$ cat config.mk
export PLATFORM = sky130hd
export DESIGN_NAME = uart_rx_param_flat
export DESIGN_NICKNAME = d
export VERILOG_FILES = /design/src/rtl/uart_pkg.sv /design/src/rtl/uart_rx_param_if.sv /design/src/rtl/uart_rx_sampler.sv /design/src/rtl/uart_rx_param.sv /design/src/flat_wrapper.sv
export SDC_FILE = /design/constraint.sdc
export NUM_CORES = 1
export LEC_CHECK = 0
export CORE_MARGIN = 2
export CORE_UTILIZATION = 52
export CTS_CLUSTER_DIAMETER = 150
export DETAILED_ROUTE_END_ITERATION = 8
export HOLD_SLACK_MARGIN = 0.12
export PLACE_DENSITY = 0.75
export SYNTH_ARGS = -nofsm -noshare
export SYNTH_HDL_FRONTEND = slang
export SYNTH_HIERARCHICAL = 1
export SYNTH_SLANG_ARGS = --single-unit
$ cat constraint.sdc
create_clock -name clk -period 2.2 [get_ports clk]
set_input_delay 0.66 -clock clk [delete_from_list [all_inputs] [get_ports clk]]
set_output_delay 0.66 -clock clk [all_outputs]
set_load 0.02 [all_outputs]
$ cat src/rtl/uart_pkg.sv
// Shared types and helpers for the parametrised UART receiver.
// Optional break detection is enabled with UART_RX_BREAK_DETECT_EN.
package uart_pkg;

    typedef enum logic [2:0] {
        ST_IDLE,
        ST_START,
        ST_DATA,
        ST_PARITY,
        ST_STOP,
        ST_COMPLETE
    } uart_state_e;

    localparam int unsigned PARITY_NONE = 0;
    localparam int unsigned PARITY_EVEN = 1;
    localparam int unsigned PARITY_ODD  = 2;

    function automatic int unsigned uart_clog2(input int unsigned value);
        int unsigned width;
        width = 0;
        while ((64'd1 << width) < 64'(value)) width++;
        return width;
    endfunction

endpackage

$ cat src/rtl/uart_rx_param_if.sv
// Host-side character handshake and status bundle of uart_rx_param.
// break_det exists only when UART_RX_BREAK_DETECT_EN is defined.
interface uart_rx_param_if #(
    parameter int unsigned DATA_BITS = 8
);
    logic [DATA_BITS-1:0] data_out;
    logic                 data_valid;
    logic                 data_ready;
    logic                 parity_err;
    logic                 frame_err;
    logic                 overrun_err;
    logic                 busy;
`ifdef UART_RX_BREAK_DETECT_EN
    logic                 break_det;

    modport master (
        output data_out, data_valid, parity_err, frame_err, overrun_err, busy, break_det,
        input  data_ready
    );
    modport slave (
        input  data_out, data_valid, parity_err, frame_err, overrun_err, busy, break_det,
        output data_ready
    );
`else
    modport master (
        output data_out, data_valid, parity_err, frame_err, overrun_err, busy,
        input  data_ready
    );
    modport slave (
        input  data_out, data_valid, parity_err, frame_err, overrun_err, busy,
        output data_ready
    );
`endif
endinterface

$ cat src/rtl/uart_rx_sampler.sv
// RX line conditioning: 2-flop synchroniser, falling-edge detect and a
// 3-sample majority vote around mid-bit, timed by the parent's clk_cnt.
module uart_rx_sampler #(
    parameter int unsigned CLKS_PER_BIT = 16
) (
    input  logic        clk,
    input  logic        rst_n,
    input  logic        data_in,
    input  logic [15:0] clk_cnt,
    output logic        rx_s,
    output logic        fall,
    output logic        maj_bit,
    output logic        maj_vld
);
    localparam logic [15:0] MID = 16'(CLKS_PER_BIT / 2);

    logic sync1_q, sync1_d;
    logic sync2_q, sync2_d;
    logic prev_q, prev_d;
    logic vote0_q, vote0_d;
    logic vote1_q, vote1_d;

    always_comb begin
        sync1_d = data_in;
        sync2_d = sync1_q;
        prev_d  = sync2_q;
        vote0_d = (clk_cnt == MID - 16'd1) ? sync2_q : vote0_q;
        vote1_d = (clk_cnt == MID)         ? sync2_q : vote1_q;
    end

    always_ff @(posedge clk or negedge rst_n) begin
        if (!rst_n) begin
            sync1_q <= 1'b1;
            sync2_q <= 1'b1;
            prev_q  <= 1'b1;
            vote0_q <= 1'b1;
            vote1_q <= 1'b1;
        end else begin
            sync1_q <= sync1_d;
            sync2_q <= sync2_d;
            prev_q  <= prev_d;
            vote0_q <= vote0_d;
            vote1_q <= vote1_d;
        end
    end

    // Third vote is the live synchronised line at MID+1.
    assign rx_s    = sync2_q;
    assign fall    = prev_q & ~sync2_q;
    assign maj_vld = (clk_cnt == MID + 16'd1);
    assign maj_bit = (vote0_q & vote1_q) | (vote0_q & sync2_q) | (vote1_q & sync2_q);

endmodule

$ cat src/rtl/uart_rx_param.sv
// Parametrised UART receiver delivering characters over a valid/ready bundle.
// Define UART_RX_BREAK_DETECT_EN to add break_det and discard break frames.
module uart_rx_param
    import uart_pkg::*;
#(
    parameter int unsigned CLKS_PER_BIT = 16,
    parameter int unsigned DATA_BITS    = 8,
    parameter int unsigned PARITY_MODE  = 0,
    parameter int unsigned STOP_BITS    = 1
) (
    input  logic            clk,
    input  logic            rst_n,
    input  logic            data_in,
    uart_rx_param_if.master rx_if
);
    localparam int unsigned       BIT_W     = uart_clog2(DATA_BITS + 1);
    localparam logic [15:0]       CNT_MAX   = 16'(CLKS_PER_BIT - 1);
    localparam logic [BIT_W-1:0]  DATA_LAST = BIT_W'(DATA_BITS - 1);
    localparam logic [BIT_W-1:0]  STOP_LAST = BIT_W'(STOP_BITS - 1);
    localparam logic              PAR_INV   = (PARITY_MODE == PARITY_ODD);

    uart_state_e          state_q, state_d;
    logic [15:0]          clk_cnt_q, clk_cnt_d;
    logic [BIT_W-1:0]     bit_cnt_q, bit_cnt_d;
    logic [DATA_BITS-1:0] shift_q, shift_d;
    logic                 par_err_q, par_err_d;
    logic                 frm_err_q, frm_err_d;
    logic [DATA_BITS-1:0] data_out_q, data_out_d;
    logic                 data_valid_q, data_valid_d;
    logic                 parity_pulse_q, parity_pulse_d;
    logic                 frame_pulse_q, frame_pulse_d;
    logic                 overrun_pulse_q, overrun_pulse_d;
    logic                 deliver;

    logic rx_s, fall, maj_bit, maj_vld;

    uart_rx_sampler #(
        .CLKS_PER_BIT (CLKS_PER_BIT)
    ) u_sampler (
        .clk     (clk),
        .rst_n   (rst_n),
        .data_in (data_in),
        .clk_cnt (clk_cnt_q),
        .rx_s    (rx_s),
        .fall    (fall),
        .maj_bit (maj_bit),
        .maj_vld (maj_vld)
    );

`ifdef UART_RX_BREAK_DETECT_EN
    localparam int unsigned      BRK_CYCLES = (DATA_BITS + 3) * CLKS_PER_BIT;
    localparam int unsigned      LOW_W      = uart_clog2(BRK_CYCLES + 1);
    localparam logic [LOW_W-1:0] BRK_LAST   = LOW_W'(BRK_CYCLES - 1);
    localparam logic [LOW_W-1:0] BRK_SAT    = LOW_W'(BRK_CYCLES);

    logic [LOW_W-1:0] low_cnt_q, low_cnt_d;
    logic             brk_seen_q, brk_seen_d;
    logic             brk_det_q, brk_det_d;
    logic             brk_hit;

    // Counter saturates so a held break pulses break_det only once.
    always_comb begin
        brk_hit    = !rx_s && (low_cnt_q == BRK_LAST);
        low_cnt_d  = rx_s ? '0 : ((low_cnt_q == BRK_SAT) ? low_cnt_q : low_cnt_q + LOW_W'(1));
        brk_seen_d = (state_q == ST_IDLE && fall) ? 1'b0 : (brk_seen_q | brk_hit);
        brk_det_d  = brk_hit;
    end

    always_ff @(posedge clk or negedge rst_n) begin
        if (!rst_n) begin
            low_cnt_q  <= '0;
            brk_seen_q <= 1'b0;
            brk_det_q  <= 1'b0;
        end else begin
            low_cnt_q  <= low_cnt_d;
            brk_seen_q <= brk_seen_d;
            brk_det_q  <= brk_det_d;
        end
    end

    assign rx_if.break_det = brk_det_q;
`endif

    always_comb begin
        state_d         = state_q;
        clk_cnt_d       = '0;
        bit_cnt_d       = bit_cnt_q;
        shift_d         = shift_q;
        par_err_d       = par_err_q;
        frm_err_d       = frm_err_q;
        data_out_d      = data_out_q;
        data_valid_d    = data_valid_q;
        parity_pulse_d  = 1'b0;
        frame_pulse_d   = 1'b0;
        overrun_pulse_d = 1'b0;
        deliver         = 1'b0;

        if (data_valid_q && rx_if.data_ready) data_valid_d = 1'b0;

        if (state_q inside {ST_START, ST_DATA, ST_PARITY, ST_STOP})
            clk_cnt_d = (clk_cnt_q == CNT_MAX) ? '0 : clk_cnt_q + 16'd1;

        case (state_q)
            ST_IDLE: begin
                if (fall && !rx_s) begin
                    state_d   = ST_START;
                    bit_cnt_d = '0;
                    par_err_d = 1'b0;
                    frm_err_d = 1'b0;
                end
            end
            ST_START: begin
                if (maj_vld) state_d = maj_bit ? ST_IDLE : ST_DATA;
            end
            ST_DATA: begin
                if (maj_vld) begin
                    shift_d = {maj_bit, shift_q[DATA_BITS-1:1]};
                    if (bit_cnt_q == DATA_LAST) begin
                        bit_cnt_d = '0;
                        state_d   = (PARITY_MODE != PARITY_NONE) ? ST_PARITY : ST_STOP;
                    end else begin
                        bit_cnt_d = bit_cnt_q + BIT_W'(1);
                    end
                end
            end
            ST_PARITY: begin
                if (maj_vld) begin
                    par_err_d = (^shift_q) ^ maj_bit ^ PAR_INV;
                    state_d   = ST_STOP;
                end
            end
            ST_STOP: begin
                if (maj_vld) begin
                    if (!maj_bit) frm_err_d = 1'b1;
                    if (bit_cnt_q == STOP_LAST) begin
                        bit_cnt_d = '0;
                        state_d   = ST_COMPLETE;
                    end else begin
                        bit_cnt_d = bit_cnt_q + BIT_W'(1);
                    end
                end
            end
            ST_COMPLETE: begin
`ifdef UART_RX_BREAK_DETECT_EN
                // A low stop bit may be the start of a break: hold until the
                // line recovers (deliver) or the break threshold is reached (discard).
                if (brk_seen_q || brk_hit)      state_d = ST_IDLE;
                else if (frm_err_q && !rx_s)    state_d = ST_COMPLETE;
                else                            deliver = 1'b1;
`else
                deliver = 1'b1;
`endif
            end
            default: state_d = ST_IDLE;
        endcase

        if (deliver) begin
            state_d        = ST_IDLE;
            parity_pulse_d = par_err_q;
            frame_pulse_d  = frm_err_q;
            if (!data_valid_q || rx_if.data_ready) begin
                data_out_d   = shift_q;
                data_valid_d = 1'b1;
            end else begin
                overrun_pulse_d = 1'b1;
            end
        end
    end

    always_ff @(posedge clk or negedge rst_n) begin
        if (!rst_n) begin
            state_q         <= ST_IDLE;
            clk_cnt_q       <= '0;
            bit_cnt_q       <= '0;
            shift_q         <= '0;
            par_err_q       <= 1'b0;
            frm_err_q       <= 1'b0;
            data_out_q      <= '0;
            data_valid_q    <= 1'b0;
            parity_pulse_q  <= 1'b0;
            frame_pulse_q   <= 1'b0;
            overrun_pulse_q <= 1'b0;
        end else begin
            state_q         <= state_d;
            clk_cnt_q       <= clk_cnt_d;
            bit_cnt_q       <= bit_cnt_d;
            shift_q         <= shift_d;
            par_err_q       <= par_err_d;
            frm_err_q       <= frm_err_d;
            data_out_q      <= data_out_d;
            data_valid_q    <= data_valid_d;
            parity_pulse_q  <= parity_pulse_d;
            frame_pulse_q   <= frame_pulse_d;
            overrun_pulse_q <= overrun_pulse_d;
        end
    end

    assign rx_if.data_out    = data_out_q;
    assign rx_if.data_valid  = data_valid_q;
    assign rx_if.parity_err  = parity_pulse_q;
    assign rx_if.frame_err   = frame_pulse_q;
    assign rx_if.overrun_err = overrun_pulse_q;
    assign rx_if.busy        = (state_q != ST_IDLE);

endmodule

$ cat src/flat_wrapper.sv
// flat-port wrapper written by rule: the top's interface ports become plain ports
module uart_rx_param_flat import uart_pkg::*;
#(
    parameter int unsigned CLKS_PER_BIT = 16,
    parameter int unsigned DATA_BITS    = 8,
    parameter int unsigned PARITY_MODE  = 0,
    parameter int unsigned STOP_BITS    = 1
)
  (clk, rst_n, data_in, rx_if_data_out, rx_if_data_valid, rx_if_parity_err, rx_if_frame_err, rx_if_overrun_err, rx_if_busy, rx_if_data_ready);
  uart_rx_param_if #(.DATA_BITS(DATA_BITS)) rx_if_i ();
  input  logic clk;
  input  logic rst_n;
  input  logic data_in;
  output wire logic [$bits(rx_if_i.data_out)-1:0] rx_if_data_out;
  output wire logic [$bits(rx_if_i.data_valid)-1:0] rx_if_data_valid;
  output wire logic [$bits(rx_if_i.parity_err)-1:0] rx_if_parity_err;
  output wire logic [$bits(rx_if_i.frame_err)-1:0] rx_if_frame_err;
  output wire logic [$bits(rx_if_i.overrun_err)-1:0] rx_if_overrun_err;
  output wire logic [$bits(rx_if_i.busy)-1:0] rx_if_busy;
  input wire logic [$bits(rx_if_i.data_ready)-1:0] rx_if_data_ready;
  assign rx_if_data_out = rx_if_i.data_out;
  assign rx_if_data_valid = rx_if_i.data_valid;
  assign rx_if_parity_err = rx_if_i.parity_err;
  assign rx_if_frame_err = rx_if_i.frame_err;
  assign rx_if_overrun_err = rx_if_i.overrun_err;
  assign rx_if_busy = rx_if_i.busy;
  assign rx_if_i.data_ready = rx_if_data_ready;
  uart_rx_param #(.CLKS_PER_BIT(CLKS_PER_BIT), .DATA_BITS(DATA_BITS), .PARITY_MODE(PARITY_MODE), .STOP_BITS(STOP_BITS)) u_core (.clk(clk), .rst_n(rst_n), .data_in(data_in), .rx_if(rx_if_i));
endmodule
* Word level (Yosys, flattened, before mapping)
Cells that the tools add are included.
** Storage, ports and cells
- Output and inout port bits :: 13
- Input bits :: 4
- Register bits after elaboration :: 50
- Logic and storage cells :: 100
** Operators by class
- Multiplexer cells :: 32
- Equal/unequal tests :: 23
- Bitwise operators :: 8
- Add/sub/neg operators :: 2
- Reduce and logical (&&, ||, !) cells :: 19
** Operators with widths (number)
- 16-bit by 4-bit == test with 1-bit output (second input constant) :: 3
- 16-bit two-way mux :: 2
- 3-bit two-way mux :: 8
- 4-bit two-way mux :: 5
- 3-bit one-hot mux with 6 select lines :: 1
- 16-bit by 1-bit adder with 16-bit output (second input constant) :: 1
- 16-bit by 3-bit == test with 1-bit output (second input constant) :: 1
- 3-bit by 1-bit != test with 1-bit output (second input constant) :: 5
- 1-bit two-way mux :: 12
- 4-bit one-hot mux with 3 select lines :: 1
- 2-bit by 1-bit != test with 1-bit output (second input constant) :: 5
- 4-bit AND reduction :: 2
- 8-bit AND reduction :: 1
- 8-bit parity :: 1
- 3-bit by 2-bit == test with 1-bit output (second input constant) :: 2
- 3-bit == test (second input constant) :: 2
- 3-bit by 2-bit != test with 1-bit output (second input constant) :: 2
- 3-bit nonzero test :: 2
- 4-bit by 1-bit adder with 4-bit output (second input constant) :: 1
- 1-bit AND :: 4
- 4-bit by 3-bit == test with 1-bit output (second input constant) :: 1
- 4-bit logical NOT :: 1
- 1-bit one-hot mux with 2 select lines :: 2
- 2-bit AND reduction :: 2
- other kinds (13) :: 17

* Longest topological paths before layout
- Depth after elaboration :: 7
- Mapped depth :: 7
- Depth with buffers taken out :: 7

* Cells and area by module
Netlist, hierarchy kept.
** By module, submodules not included
- uart_rx_param :: sequential area each 1126.1 um^2, cells each 196, area each 2130.8 um^2, times used 1
- uart_rx_sampler :: sequential area each 131.4 um^2, cells each 20, area each 282.8 um^2, times used 1

* Worst setup path before layout
No wires, ideal clock.
- Path kind :: reg2reg
- Start point :: reg u_core.clk_cnt_q[5]
- End point :: reg u_core.bit_cnt_q[3]
- Slack :: 0.066 ns
- Period minus slack after synthesis :: 2.134 ns
- Library setup time :: 0.082 ns
- Required time :: 2.118 ns
- Arrival :: 2.052 ns
- Buffers on the path :: 0
- Stages on the path, launching flop included :: 8
- Cell sequence :: dfrtp_1 -> nor4_4 -> nand3_1 -> nor2_1 -> nand2b_1 -> a221o_1 -> or3_1 -> o22ai_1
** Between the ends
- Word-level cells in the longest chain between the ends :: 3
- Elaborated cells between the ends (all ways) :: 4
- Classes of those cells :: eq/ne: 3; reduce/logical: 1
** Ends and longest elaborated chain
- start: declaration :: RTL line uart_rx_param.sv:23 : logic [15:0] clk_cnt_q, clk_cnt_d;
- start signal: assignment :: RTL line uart_rx_param.sv:185 : clk_cnt_q <= clk_cnt_d;
- 16-bit by 4-bit == test with 1-bit output (*) :: RTL line uart_rx_sampler.sv:50 : assign maj_vld = (clk_cnt == MID + 16'd1);
- via u_core.maj_vld :: RTL line uart_rx_param.sv:35 : logic rx_s, fall, maj_bit, maj_vld;
- 2-bit by 1-bit != test with 1-bit output (no source line)
- 4-bit AND reduction (no source line) (*)
- end signal: assignment :: RTL line uart_rx_param.sv:186 : bit_cnt_q <= bit_cnt_d;
- end: declaration :: RTL line uart_rx_param.sv:24 : logic [BIT_W-1:0] bit_cnt_q, bit_cnt_d;
The timed path passes the listed nets; every way through them passes the cells marked *.
A chain may end at the register's enable or synchronous reset.

* Worst setup path in the final report
- Start point :: reg u_core.state_q[1]
- End point :: out rx_if_busy
** Between the ends
- Word-level cells in the longest chain between the ends :: 1
** Ends and longest elaborated chain
- start: declaration :: RTL line uart_rx_param.sv:22 : uart_state_e state_q, state_d;
- start signal: assignment :: RTL line uart_rx_param.sv:184 : state_q <= state_d;
- 3-bit nonzero test :: RTL line uart_rx_param.sv:203 : assign rx_if.busy = (state_q != ST_IDLE);
- end: declaration :: RTL line flat_wrapper.sv:19 : output wire logic [$bits(rx_if_i.busy)-1:0] rx_if_busy;
No other way between the ends.

==> impl_metrics.env <==
export IMPL_outcome="finished clean"
export IMPL_slowest_delay_ps=440
export IMPL_syn_inst=216
export IMPL_htree_levels=2
export IMPL_wirelength_mm=4.32
export IMPL_place_area_um2=2790
export IMPL_fin_nets=264
export IMPL_end_kind="primary output"
export IMPL_routedWlPerCell_um=13.9
export IMPL_whs_ps=302
export IMPL_place_gp_congestion=0.826
export IMPL_worstPathRequired_ps=1540
export IMPL_rsz0062_at_grt="no"
export IMPL_yosysSeqAreaShare_pct=52.1
export IMPL_synthToLayoutAreaGrowth_pct=20.5
export IMPL_dr_pass1_iters=4
export IMPL_design_area_um2=2910
export IMPL_drc=0
export IMPL_drive_gt1_share_pct=22.5
export IMPL_via_per_inst=5.56
export IMPL_finalClockSkew_ps=11.8
export IMPL_yosysWarningCount=6
export IMPL_final_setup_tns_ps=0
export IMPL_synth_area_um2=2410
export IMPL_cp_arrival_ps=1470
export IMPL_slew_headroom_pct=69.2
export IMPL_clk_latency_ps=300
export IMPL_tightestPinTransition_ps=462
export IMPL_finalCritPeriodShare_pct=96.9
export IMPL_max_cap_viol_count=0
export IMPL_slowest_stage="or3_1"
export IMPL_num_rows=24
export IMPL_fmax_mhz=469
export IMPL_core_um2=4410
export IMPL_critPathLaunchType="flop"
export IMPL_grtUsageTotal_pct=18.9
export IMPL_fin_crit_ps=2130
export IMPL_syn_num_nets=223
export IMPL_grt_start_max_net_pins=32
export IMPL_dieArea_um2=5200
export IMPL_path_max_fanout=3
export IMPL_yosys_cell_types_count=45
export IMPL_final_cell_mix="45 x dfrtp_1, 22 x buf_4, 19 x nor2_1"
export IMPL_async_reset_ff_share_pct=100
export IMPL_synth_edff_count=0
export IMPL_antenna_found_initial=0
export IMPL_grt_pass1_vias=1703
export IMPL_overflow=0
export IMPL_ys_flop_type="dfrtp_1"
export IMPL_avgSynthCellArea_um2=11.2
export IMPL_io_pin_count=17
export IMPL_drt_antenna_violating_nets=0
export IMPL_slew_violations=0
export IMPL_path_cells="or3_1 -> dlygate4sd2_1"
export IMPL_hold_violations=0
export IMPL_yosys_register_bits=50
export IMPL_cts_hold_buf=0
export IMPL_clkSlewWorstSetupHoldPaths_ps=90
export IMPL_start_util_pct=54.7
export IMPL_tritoncts="done"
export IMPL_clk_path_buf_depth=2
export IMPL_numCtsBuffers=5
export IMPL_hold_path_class="in -> async"
export IMPL_p_total_uw=2240
export IMPL_power_density_nw_per_um2=770
export IMPL_cts_root_buffer="clkbuf_8"
export IMPL_crit_type="reg -> out"
export IMPL_grt_pass1_wl_mm=7.73
export IMPL_num_antenna_cells=0
export IMPL_numClockSinks=50
export IMPL_ir_worst_vdd_v=0.000676
export IMPL_die_w_um=72.1
export IMPL_die_h_um=72.1
export IMPL_place_hpwl_mm=3.13
export IMPL_via_count=1723
export IMPL_setup_viol=0
export IMPL_leakagePower_uw=0.00134
export IMPL_layout_commonest_cell="dfrtp_1"
export IMPL_drt_iter0_drc=100
export IMPL_port_buffers=16
metrics by stage:
step,util [%],worst slack (ps),instances
after floorplan,-,65.9,216
after global placement,63.2,130,301
after detailed placement,63.2,15.6,301
after CTS,65.7,24.1,309
after global routing,65.9,0.391,310
final,65.9,67.3,310
layer usage:
metal	track usage (%)	wire [µm]	vias up
met2	29.2	2000	35
li1	-	-	860
met5	0	0	-
met3	4.17	170	6
met1	27.1	2100	822
met4	5.45	48	0
registers in the layout, indices dropped and copies added, names as in the netlist:
| name | flops |
|---|---|
| u_core/rx_if.parity_err | 1 |
| u_core/frm_err_q | 1 |
| u_core/u_sampler/prev_q | 1 |
| u_core/bit_cnt_q | 4 |
| u_core/u_sampler/vote0_q | 1 |
| u_core/u_sampler/sync1_q | 1 |
| u_core/par_err_q | 1 |
| u_core/rx_if.frame_err | 1 |
| u_core/shift_q | 8 |
| u_core/rx_if.data_valid | 1 |
| u_core/u_sampler/vote1_q | 1 |
| u_core/rx_if.overrun_err | 1 |
| u_core/rx_if.data_out | 8 |
| u_core/clk_cnt_q | 16 |
| u_core/state_q | 3 |
| u_core/u_sampler/rx_s | 1 |
synthesized netlist by cell type (2+ instances only):
master    count  share of area, %
dfrtp_1      45                47
nor2_1       20               3.1
mux2_2       16               7.5
nand3_1      13               2.7
nand2_1      10               1.6
o21ai_0      10               2.1
inv_1         9               1.4
xor2_1        9               3.3
xnor2_1       7               2.5
a21oi_1       6               1.2
nand4_1       6               1.6
dfstp_2       5               5.4
nand2b_1      5               1.3
or3_1         5               1.3
and3_1        3              0.78
buf_2         3              0.62
ha_1          3               1.6
nor2b_1       3              0.78
nor4_1        3              0.78
nor4_4        3               2.6
o22ai_1       3              0.78
a32o_1        2              0.83
and4_1        2              0.73
mux2_1        2              0.93
nor3b_1       2              0.62
nor4b_1       2              0.73
final cells by class:
type,count,area (µm²)
Clock buffer,6,72.6
Sequential cell,50,1260
Inverter,9,33.8
Multi-Input combinational cell,152,1100
Timing Repair Buffer,39,339
Fill cell,365,1510
Clock inverter,2,38.8
Tap cell,52,65.1
power by group:
part | internal [µW] | leakage, µW | switching, µW
sequential | 1010 | 0.000672 | 64.2
clock | 341 | 0.0000554 | 280
combinational | 225 | 0.000614 | 321
critical path, delay by kind of cell (launching register included):
kind / cells / cell delay [ps]
buf+inv: 1 / 350
flops: 1 / 380
simple gates: 1 / 440
kinds of logic after synthesis:
logic type | after synthesis | share of synthesized area (%)
AND/OR/NAND/NOR | 85 | 21.3
flip-flops | 50 | 52.1
AO/OA/AOI/OAI | 28 | 7.15
multiplexers | 18 | 8.40
XOR/XNOR | 17 | 6.74
buffers and inverters | 14 | 2.33
adder cells (fa/ha/maj) | 4 | 1.97
path summary, 6_finish.rpt:
path	from	end	slack [ps]	cells past startpoint
worst max-delay path	u_core/state_q[1]	rx_if_busy	70	2
worst min-delay path	rst_n	u_core/state_q[2]	300	1
worst max register to register	u_core/clk_cnt_q[13]	u_core/bit_cnt_q[3]	70	7
worst min register to register	u_core/u_sampler/sync1_q	u_core/u_sampler/rx_s	360	0
max in group asynchronous	rst_n	u_core/u_sampler/vote0_q	1310	2
min in group clk	u_core/u_sampler/sync1_q	u_core/u_sampler/rx_s	360	0
repair_timing:
| action | 4_1_cts | 5_1_grt |
|---|---|---|
| buffers inserted | 0 | 1 |
| resized for setup | 2 | 0 |
| endpoints found under the setup margin | 2 | 1 |
| pin swaps | 0 | 4 |
Note: power is estimated with default switching activity, not from simulation.
